[config.mk]
export PLATFORM = sky130hd
export DESIGN_NAME = ham_enc_stream
export DESIGN_NICKNAME = d
export VERILOG_FILES = /design/src/rtl/ham_enc_stream.sv
export SDC_FILE = /design/constraint.sdc
export NUM_CORES = 1
export LEC_CHECK = 0
export BUFFER_PORTS_ARGS = -buffer_cell sky130_fd_sc_hd__clkbuf_2
export CAP_MARGIN = 0
export CORE_UTILIZATION = 55
export DETAILED_ROUTE_END_ITERATION = 8
export MAX_ROUTING_LAYER = met4
export PLACE_DENSITY = 0.88
export SLEW_MARGIN = 20
export SYNTH_ARGS = -nofsm -noshare
export SYNTH_HDL_FRONTEND = slang
export SYNTH_SLANG_ARGS = --single-unit
export TNS_END_PERCENT = 20
[constraint.sdc]
create_clock -name clk -period 2.95 [get_ports clk]
set_input_delay 0.4425 -clock clk [delete_from_list [all_inputs] [get_ports clk]]
set_output_delay 0.4425 -clock clk [all_outputs]
set_load 0.01 [all_outputs]
[src/rtl/ham_enc_stream.sv]
// ham_enc_stream: streaming Hamming (17,12) encoder with an output FIFO.
// Words come in over valid/ready and are encoded, with an optional single-bit
// error injected. The codeword is queued and then presented over valid/ready.
// in_ready depends only on registered state, so there is no combinational
// path from out_ready back to in_ready.

module ham_enc_stream #(
    parameter int DEPTH = 2,
    parameter int CNT_W = 16
) (
    input  logic             clk,
    input  logic             rst,
    input  logic [11:0]      in_data,
    input  logic             in_valid,
    output logic             in_ready,
    input  logic             inj_en,
    input  logic [4:0]       inj_pos,
    output logic [16:0]      out_cw,
    output logic             out_valid,
    input  logic             out_ready,
    output logic [CNT_W-1:0] word_cnt
);

    localparam int AW = (DEPTH > 1) ? $clog2(DEPTH) : 1;
    localparam logic [AW:0] DEPTH_C = (AW+1)'(DEPTH);

    // Place the data bits and compute the five even-parity bits.
    function automatic logic [16:0] ham_encode(input logic [11:0] d);
        logic [16:0] cw;
        cw      = 17'd0;
        cw[2]   = d[0];
        cw[4]   = d[1];
        cw[5]   = d[2];
        cw[6]   = d[3];
        cw[8]   = d[4];
        cw[9]   = d[5];
        cw[10]  = d[6];
        cw[11]  = d[7];
        cw[12]  = d[8];
        cw[13]  = d[9];
        cw[14]  = d[10];
        cw[16]  = d[11];
        cw[0]   = ^{cw[2], cw[4], cw[6], cw[8], cw[10], cw[12], cw[14], cw[16]};
        cw[1]   = ^{cw[2], cw[5], cw[6], cw[9], cw[10], cw[13], cw[14]};
        cw[3]   = ^{cw[4], cw[5], cw[6], cw[11], cw[12], cw[13], cw[14]};
        cw[7]   = ^cw[14:8];
        cw[15]  = cw[16];
        return cw;
    endfunction

    // Flip one codeword bit; positions beyond 16 leave the word untouched.
    function automatic logic [16:0] inject(input logic [16:0] cw, input logic en,
                                           input logic [4:0] pos);
        logic [16:0] res;
        if (en && (pos <= 5'd16)) begin
            res = cw ^ (17'd1 << pos);
        end else begin
            res = cw;
        end
        return res;
    endfunction

    logic [16:0]      r_mem [DEPTH];
    logic [AW-1:0]    r_wptr;
    logic [AW-1:0]    r_rptr;
    logic [AW:0]      r_count;
    logic             r_rdy_en;
    logic [CNT_W-1:0] r_word_cnt;

    logic             w_push;
    logic             w_pop;
    logic [16:0]      w_cw;

    // Handshake qualifiers and the codeword that would be written this cycle.
    always_comb begin
        w_push = in_valid && in_ready;
        w_pop  = out_valid && out_ready;
        w_cw   = inject(ham_encode(in_data), inj_en, inj_pos);
    end

    // Outputs are decoded from registered state only.
    always_comb begin
        in_ready  = r_rdy_en && (r_count < DEPTH_C);
        out_valid = (r_count != (AW+1)'(0));
        out_cw    = r_mem[r_rptr];
        word_cnt  = r_word_cnt;
    end

    // FIFO storage, pointers, occupancy, ready enable and accept counter.
    always_ff @(posedge clk) begin
        if (rst) begin
            for (int i = 0; i < DEPTH; i++) begin
                r_mem[i] <= 17'd0;
            end
            r_wptr     <= '0;
            r_rptr     <= '0;
            r_count    <= '0;
            r_rdy_en   <= 1'b0;
            r_word_cnt <= '0;
        end else begin
            r_rdy_en <= 1'b1;
            if (w_push) begin
                r_mem[r_wptr] <= w_cw;
                r_wptr        <= r_wptr + AW'(1);
                r_word_cnt    <= r_word_cnt + CNT_W'(1);
            end else begin
                r_wptr     <= r_wptr;
                r_word_cnt <= r_word_cnt;
            end
            if (w_pop) begin
                r_rptr <= r_rptr + AW'(1);
            end else begin
                r_rptr <= r_rptr;
            end
            case ({w_push, w_pop})
                2'b10:   r_count <= r_count + (AW+1)'(1);
                2'b01:   r_count <= r_count - (AW+1)'(1);
                default: r_count <= r_count;
            endcase
        end
    end

endmodule
Word level (Yosys, flattened, before mapping)
Memories as Yosys holds them, arrays and structs flattened. A register that Yosys moved wholly into a read port is not among the register bits.
Index checks and enable logic that the tools add are counted.
{ "op_classes": {"eq_ne": 2, "addsub": 5, "shift": 1, "order_cmp": 2, "bitwise": 1, "mux": 13, "reduce_logical": 11} }
{ "op_table": {"columns": ["op", "n"], "rows": [
  ["$mux 17", 2],
  ["$reduce_xor 7->1", 3],
  ["$reduce_or 17->1", 1],
  ["$shl 1x5->17 const A", 1],
  ["$xor 17x17->17", 1],
  ["$add 16x1->16 const B", 1],
  ["$mux 1", 10],
  ["$reduce_xor 8->1", 1],
  ["$le 5x5->1 const B", 1],
  ["$logic_and 1x1->1", 4],
  ["$pmux 2 s2", 1],
  ["$reduce_bool 2->1", 2],
  ["$add 1x1->1 const B", 2],
  ["$add 2x1->2 const B", 1],
  ["$eq 2x1->1 const B", 1],
  ["$eq 2x2->1 const B", 1],
  ["$lt 2x2->1 const B", 1],
  ["$sub 2x1->2 const B", 1]
]} }
{ "word_totals": {"out_inout_bits": 35, "regBits": 21, "memories": 1, "wordCells": 41, "in_bits": 22, "ram_bits": 34} }
{ "mem_list": {"columns": ["memory", "words", "width", "read_ports", "rd_ports_with_merged_regs", "wr", "line_no", "rtl"], "rows": [
  ["r_mem", 2, 17, 1, 1, 2, "63", "logic [16:0] r_mem [DEPTH];"]
]} }

Depth between registers and ports, before layout
Gate-level depths: netlist (run 1).
{ "logic_depth": {"word_depth": 8, "ltp_mapped": 6, "depth_no_buf": 6} }

Least setup slack after synthesis (run 1)
OpenSTA, ideal clock, no wires.
{ "synth_path": {"kind": "input to register", "startpoint": "input port in_valid", "endpoint": "memory r_mem[0][0], enable pin", "t_required_ns": 2.535, "cell_stages": 3, "slack_ns": 0.567, "t_arrival_ns": 1.968, "n_path_buf": 0, "setup_time_ns": 0.415, "path_cell_list": "and3b_1 > inv_1 > o21ai_0"} }
{ "synth_rtl": {"columns": ["item", "line_no", "rtl"], "rows": [
  ["from (decl)", "14", "input logic in_valid,"],
  ["to (decl)", "63", null]
]} }

==> out/metrics.yaml, run 1 <==
layout:
  n_antenna_cell: 0
  n_fill_cell: 364
  areaGrowthSynthToFinish_pct: 16.5
  nets: 338
  seqCellArea_um2: 1460
  fin_area_um2: 3310
  multi_input_area_um2: 1330
  layout-drive-gt1-share_pct: 29.2
  final_cells: 382
clock_network:
  root_buffer: "clkbuf_8"
  cts_resized: 0
  path_clk_slew_ps: 90
  clock-sinks: 56
  clock_path_buffers: 2
  clock_latency_ps: 320
  htree_levels: 2
  hold_buffers: 0
  cts_buffers: 5
  cts_setup_buffers: 0
  tritoncts: "built"
floorplanning:
  dieArea_um2: 5460
  ios: 57
  die_w_um: 73.9
  initial_utilization_pct: 58.7
  coreArea_um2: 4850
  rows: 25
  die_h_um: 73.9
placed_design:
  place_inst: 374
  place_area_um2: 3190
  port-buffer-count: 56
  hpwl_um: 4080
  place_congestion: 0.820
setup_path:
  crit_fanout: 17
  cp_data_required_time_ps: 2510
  cpPeakStageDelay_ps: 840
  critPathTopFamily: "flip-flops"
  crit_buf_inv: 1
  start_kind: "flip-flop"
  critPathSlowestCell: "dfxtp_1"
  end_kind: "output pin"
  cp.arrival_ps: 1710
  cp_cell_sequence: "mux2_2 -> clkbuf_2"
  crit_type: "reg -> out"
synth:
  async_flop_share_pct: 0
  synth.area.mux_share_pct: 7.13
  syn_inst: 258
  synth_compound_area_share_pct: 3.52
  netlist.area_leader.share_pct: 35.9
  synthAdderAreaFrac_pct: 0.880
  synth-simple-area-share_pct: 19.2
  yosysMostFrequentCell: "nor2_1"
  synth_nets: 282
  synthTopCellsByCount: "nor2_1 (51), edfxtp_1 (34), dfxtp_1 (22), mux2_2 (18)"
  yosysTopAreaCell: "edfxtp_1"
  synth_top_family_by_area: "simple AND/OR/NAND/NOR gates"
  yosysWarnings: 0
  ys_ff_latch: 56
  synth_cell_types: 36
  synth_area_per_cell_um2: 11.0
  synth_xor_area_share_pct: 16.0
  synth_enable_flop_cells: 34
  ys_seq_area_share_pct: 51.4
  netlist_top_cells_area: "edfxtp_1 (36%), dfxtp_1 (15%), mux2_2 (7.1%), nor2_1 (6.7%), xnor2_1 (5.2%)"
  synth_area_um2: 2840
  synth_ff_type: "edfxtp_1"
power_and_ir_drop:
  p_leak_uw: 0.00133
  power.switching_uw: 526
  p_comb_share_pct: 24.1
  p_sw_share_pct: 27.1
  internal-power_uw: 1410
  irDropWorstVdd_mv: 0.504
  power_frac_clock_pct: 26.5
  power.density_nw_per_um2: 586
  pwr-share-seq_pct: 49.4
global_routing:
  grt_pass1_wl_um: 8850
  antenna_found_initial: 0
  track_usage_pct: 23.0
  grt_max_degree: 24
  grt_pass1_vias: 1956
  grt-ovfl-total: 0
sta:
  setup_tns_ps: 0
  rsz0062_at_grt: "false"
  clock.fmax_mhz: 464
  holdWs_ps: 353
  period_share_pct: 73.1
  hold_viol: 0
  tightest_slew_ps: 785
  min_period_ps: 2160
  fin_skew_ps: 10.9
  setup_violations: 0
  drv_slew: 0
  slew_headroom_pct: 47.6
route:
  vias_per_cell: 5.45
  routed_wl_um: 5750
  vias: 2082
  wl_per_cell_um: 15.1
  drc: 0
  ant_nets: 0
  drtIter0Drc: 115
  firstDrtPassIters: 4
worst_hold_path:
  hp-class: "in -> reg"
run_status:
  status: "finished clean"
run:
  max-cap-violations: 0
-- routing by layer --
metal  track usage, %  vias to the layer above  share of wire (%)
li1                 -                     1014                  -
met1             24.3                      979                 38
met2             39.1                       70                 53
met3             6.72                       19                6.1
met4             11.5                        0                2.9
met5                -                        -                  0
-- cell families (layout without fill, tap and decap cells) --
kind of cell             count (synthesis)  count (layout)
flip-flops                              56              56
adder cells (fa/ha/maj)                  2               2
multiplexers                            18              18
AO/OA/AOI/OAI                           18              18
XOR/XNOR                                41              41
AND/OR/NAND/NOR                        109             109
buffers and inverters                   14              71
-- worst reg2reg max path, stage by stage (launching register included) --
cell	delay, ps
dfxtp_1	350
and3b_1	500
inv_1	160
or3_1	640
nor2_1	230
-- per-stage QoR --
stage	utilization (%)	setup slack, ps	total power [uW]
6_report	68.3	793	1940
5_1_grt	68.3	693	2030
4_1_cts	68.3	768	1950
3_5_place_dp	65.8	833	1440
3_3_place_gp	65.8	921	1430
2_1_floorplan	-	567	1290
-- state kept, by name, summed over array words and instances (netlist names), named ones only --
register / cells
r_rptr: 1
r_rdy_en: 1
r_count: 2
word_cnt: 16
r_mem: 34
r_wptr: 1
-- power groups by stage --
stage	Clock (uW)	Combinational, uW	Sequential [uW]
floorplan	0	354	939
global placement	0	455	971
detailed placement	0	463	977
CTS	518	469	960
global route	552	512	968
finish	515	468	958
-- final cells by class --
class,count,area share (%)
clock buffer,8,3.70
inverter,4,0.453
timing repair buffer,59,9.14
multi-input combinational,188,40.1
tap,67,2.53
sequential,56,44.1
-- worst paths after layout --
path                 end  slack (ps)  cells after the start         from
min             r_rdy_en         350                      2          rst
min reg2reg  word_cnt[1]         500                      2  word_cnt[1]
max reg2reg  r_mem[0][7]         920                      4   r_count[1]
max            out_cw[2]         790                      2    flip-flop
-- cells in the final DEF (no fill, tap or decap), types with 3 or more instances in the layout --
cell	count
o21ai_0	4
xnor3_1	4
a21oi_1	9
or3_1	5
or4_1	4
clkbuf_2	56
xor2_1	17
dfxtp_1	22
nand3_1	9
inv_1	4
buf_4	3
nor2b_1	4
edfxtp_1	34
nor2_1	51
mux2_2	18
xnor2_1	17
nand2_1	16
clkbuf_8	5
o31ai_1	4
Note: power is estimated with default switching activity, not from simulation.
==> inputs of run 2 (changes only) <==
==> constraint.sdc (replaced) <==
create_clock -name clk -period 2 [get_ports clk]
set_input_delay 0.3 -clock clk [delete_from_list [all_inputs] [get_ports clk]]
set_output_delay 0.3 -clock clk [all_outputs]
set_load 0.01 [all_outputs]
==> out/metrics.yaml, run 2 (same netlist as run 1, synthesis figures left out) <==
run_status:
  status: "finished clean"
layout:
  layout_commonest_cell: "clkbuf_2"
  seqCellArea_um2: 1460
  areaGrowthSynthToFinish_pct: 17.9
  largest_reg_flops: 34
  mostFrequentLayoutCells: "clkbuf_2 (56), nor2_1 (51), edfxtp_1 (34)"
  top_register: "r_mem"
  n_antenna_cell: 0
  n_fill_cell: 344
  multi_input_area_um2: 1330
  layout-drive-gt1-share_pct: 30.2
  nets: 341
setup_path:
  crit_fanout: 10
  end_kind: "flip-flop"
  start_kind: "flip-flop"
  crit_type: "reg -> reg"
  cp_data_required_time_ps: 2240
  r2r_slack_ps: 220
  reg2reg_from: "r_count[1]"
  reg2reg_to: "word_cnt[14]"
  startpoint: "r_count[1]"
  r2r_cells: 5
  crit_path_end: "word_cnt[14]"
  cp.arrival_ps: 2020
sta:
  fin_skew_ps: 6.82
  rsz0062_at_grt: "false"
  drv_slew: 0
  setup_tns_ps: 0
  setup_violations: 0
  setup_ws_ps: 220
  min_period_ps: 1780
  clock.fmax_mhz: 562
  hold_viol: 0
  tightest_slew_ps: 667
  period_share_pct: 89.0
  slew_headroom_pct: 55.5
clock_network:
  path_clk_slew_ps: 100
  root_buffer: "clkbuf_8"
  htree_levels: 2
  clock_path_buffers: 2
  cts_resized: 0
  cts_setup_buffers: 0
  clock-sinks: 56
  hold_buffers: 0
  clock_latency_ps: 310
  cts_buffers: 5
  tritoncts: "built"
floorplanning:
  die_w_um: 73.9
  rows: 25
  ios: 57
  initial_utilization_pct: 58.7
  die_h_um: 73.9
  coreArea_um2: 4850
  dieArea_um2: 5460
placed_design:
  hpwl_um: 4130
  place_congestion: 0.858
  port-buffer-count: 56
  dp_slack_ps: 90.0
global_routing:
  grt_pass1_wl_um: 9000
  grt-ovfl-total: 0
  grt_max_degree: 18
  grt_pass1_vias: 1964
  antenna_found_initial: 0
  track_usage_pct: 23.1
worst_hold_path:
  hp-class: "in -> reg"
route:
  drtIter0Drc: 118
  routed_wl_um: 5820
  ant_nets: 0
  vias: 2107
  drc: 0
  wl_per_cell_um: 15.1
  firstDrtPassIters: 4
  vias_per_cell: 5.47
run:
  max-cap-violations: 0
power_and_ir_drop:
  p_leak_uw: 0.00136
  power.density_nw_per_um2: 860
  irDropWorstVdd_mv: 0.639
==> run 2: cell types whose count changed in the layout (fill, tap and decap cells not counted) <==
cell       change
clkbuf_16      -1
buf_12         +2
bufinv_8       +1
buf_4          +1
clkbuf_1       -1
clkinv_2       +1
==> run 2: through the flow <==
| stage | total power (uW) | hold slack [ps] | cell area (um2) | util (%) | cells |
|---|---|---|---|---|---|
| 6_report | 2890 | 286 | 3350 | 69.2 | 385 |
| 5_1_grt | 3000 | 293 | 3350 | 69.2 | 385 |
| 4_1_cts | 2900 | 289 | 3350 | 69.2 | 385 |
| 3_5_place_dp | 2170 | 493 | 3240 | 66.8 | 377 |
| 3_3_place_gp | 2140 | 479 | 3240 | 66.8 | 377 |
| 2_1_floorplan | 1910 | 400 | 2840 | - | 258 |
==> run 2: worst max-delay path, cell delays in order, from the launching register on <==
cell,delay (ps)
dfxtp_1,350
and3b_1,290
buf_4,200
nand2_1,180
or4_1,540
a21oi_1,150
==> run 2: how the worst min path moves through the flow <==
stage | cells after the start | endpoint | slack (ps) | startpoint
after detailed placement | 2 | word_cnt[6] | 490 | word_cnt[6]
after floorplan | 1 | r_rdy_en | 400 | rst
after global routing | 2 | word_cnt[1] | 290 | rst
final | 2 | r_count[1] | 290 | rst
after CTS | 2 | r_count[1] | 290 | rst
after global placement | 2 | word_cnt[6] | 480 | word_cnt[6]
==> run 2: routing by layer <==
layer / track usage [%] / share of wire [%]
met1: 27.2 / 43
met3: 4.94 / 4.8
met5: - / 0
met4: 11.1 / 1.8
met2: 37.4 / 51
==> run 2: final cells by class <==
| class | count | area share (%) |
|---|---|---|
| Tap cell | 67 | 2.50 |
| Clock inverter | 2 | 0.671 |
| Multi-Input combinational cell | 188 | 39.6 |
| Sequential cell | 56 | 43.6 |
| Inverter | 4 | 0.448 |
| Timing Repair Buffer | 62 | 10.4 |
| Clock buffer | 6 | 2.80 |
==> run 2: where the power goes <==
group	total [uW]	internal [uW]	switching (uW)
Clock	742	382	360
Combinational	763	393	369
Sequential	1380	1320	55.8
Total	2890	2100	785
==> inputs of run 3 (changes only) <==
==> constraint.sdc (replaced) <==
create_clock -name clk -period 1.9 [get_ports clk]
set_input_delay 0.285 -clock clk [delete_from_list [all_inputs] [get_ports clk]]
set_output_delay 0.285 -clock clk [all_outputs]
set_load 0.01 [all_outputs]
==> out/metrics.yaml, run 3 (same netlist as run 1, synthesis figures left out) <==
power_and_ir_drop:
  finalPower_uw: 2930
  p_leak_uw: 0.00135
  irDropWorstVdd_mv: 0.682
  power.density_nw_per_um2: 875
placed_design:
  hpwl_um: 4220
  place_area_um2: 3250
  place_congestion: 0.870
  port-buffer-count: 56
  place_inst: 379
layout:
  seqCellArea_um2: 1460
  n_antenna_cell: 0
  multi_input_area_um2: 1330
  final_cells: 387
  n_fill_cell: 345
  layout_commonest_cell: "clkbuf_2"
  largest_reg_flops: 34
  layout-drive-gt1-share_pct: 30.9
  top_register: "r_mem"
  mostFrequentLayoutCells: "clkbuf_2 (57), nor2_1 (51), edfxtp_1 (34)"
  areaGrowthSynthToFinish_pct: 17.8
  fin_area_um2: 3350
  nets: 343
setup_path:
  cp_data_required_time_ps: 1620
  cpPeakStageDelay_ps: 520
  cp.arrival_ps: 1500
  start_kind: "flip-flop"
  r2r_cells: 5
  reg2reg_from: "r_count[1]"
  reg2reg_to: "r_count[1]"
  critPathSlowestCell: "dfxtp_1"
  cp_cell_sequence: "buf_12 -> mux2_2 -> clkbuf_2"
  r2r_slack_ps: 170
  crit_path_end: "out_cw[4]"
  end_kind: "output pin"
  crit_fanout: 12
  crit_type: "reg -> out"
clock_network:
  tritoncts: "built"
  path_clk_slew_ps: 90
  clock_latency_ps: 300
  root_buffer: "clkbuf_8"
  cts_setup_buffers: 0
  htree_levels: 2
  cts_buffers: 5
  clock-sinks: 56
  clock_path_buffers: 2
sta:
  setup_tns_ps: 0
  tightest_slew_ps: 366
  rsz0062_at_grt: "false"
  setup_violations: 0
  period_share_pct: 93.8
  drv_slew: 0
  holdWs_ps: 291
  clock.fmax_mhz: 561
  slew_headroom_pct: 75.3
  min_period_ps: 1780
  hold_viol: 0
  fin_skew_ps: 3.49
run_status:
  status: "finished clean"
floorplanning:
  die_h_um: 73.9
  dieArea_um2: 5460
  initial_utilization_pct: 58.7
  rows: 25
  die_w_um: 73.9
  ios: 57
  coreArea_um2: 4850
route:
  routed_wl_um: 6140
  drtIter0Drc: 125
  ant_nets: 0
  wl_per_cell_um: 15.9
  vias: 2117
  vias_per_cell: 5.47
  drc: 0
  firstDrtPassIters: 4
global_routing:
  track_usage_pct: 24.3
  antenna_found_initial: 0
  grt_pass1_wl_um: 9430
  grt_max_degree: 18
  grt-ovfl-total: 0
  grt_pass1_vias: 2056
run:
  max-cap-violations: 0
worst_hold_path:
  hold_start: "rst"
  hp-class: "in -> reg"
## run 3: worst min path at each step
| stage | slack, ps | cells past startpoint | end |
|---|---|---|---|
| after floorplan | 380 | 1 | r_rdy_en |
| after global placement | 480 | 2 | word_cnt[6] |
| after detailed placement | 500 | 2 | word_cnt[1] |
| after CTS | 290 | 2 | word_cnt[1] |
| after global routing | 300 | 2 | word_cnt[1] |
| final | 290 | 2 | word_cnt[1] |
## run 3: area by class of cell
class,count,area share [%]
flip-flops and latches,56,43.6
multi-input cells,188,39.8
repair buffers,64,10.9
clock buffers,8,2.73
well taps,67,2.50
inverters,4,0.448
## run 3: what timing repair did
item	4_1_cts	5_1_grt
hold buffers	0	0
gates resized for setup	1	1
setup endpoints to repair	1	3
## run 3: through the flow
step	utilization [%]	worst slack, ps
floorplan	-	-122
global placement	67.1	91.1
detailed placement	67.1	39.5
CTS	69.1	60.5
global route	69.1	63.6
finish	69.1	118
## run 3: report_power, final
group          internal, uW  switching [uW]  total (uW)
registers              1390            63.9        1460
logic                   418             392         810
clock network           303             362         665
## run 3: worst max-delay path: cells and delay by family, from the launching register on
kind	cells	cell delay [ps]
DFF	1	520
buffers and inverters	2	330
muxes	1	340
## run 3: per-layer routing
metal	global-route usage, %	vias to the layer above	routed length [um]
met2	41.2	73	3170
met4	8.97	0	82
met5	-	-	0
met3	3.84	12	298
li1	-	1019	-
met1	29.1	1013	2590
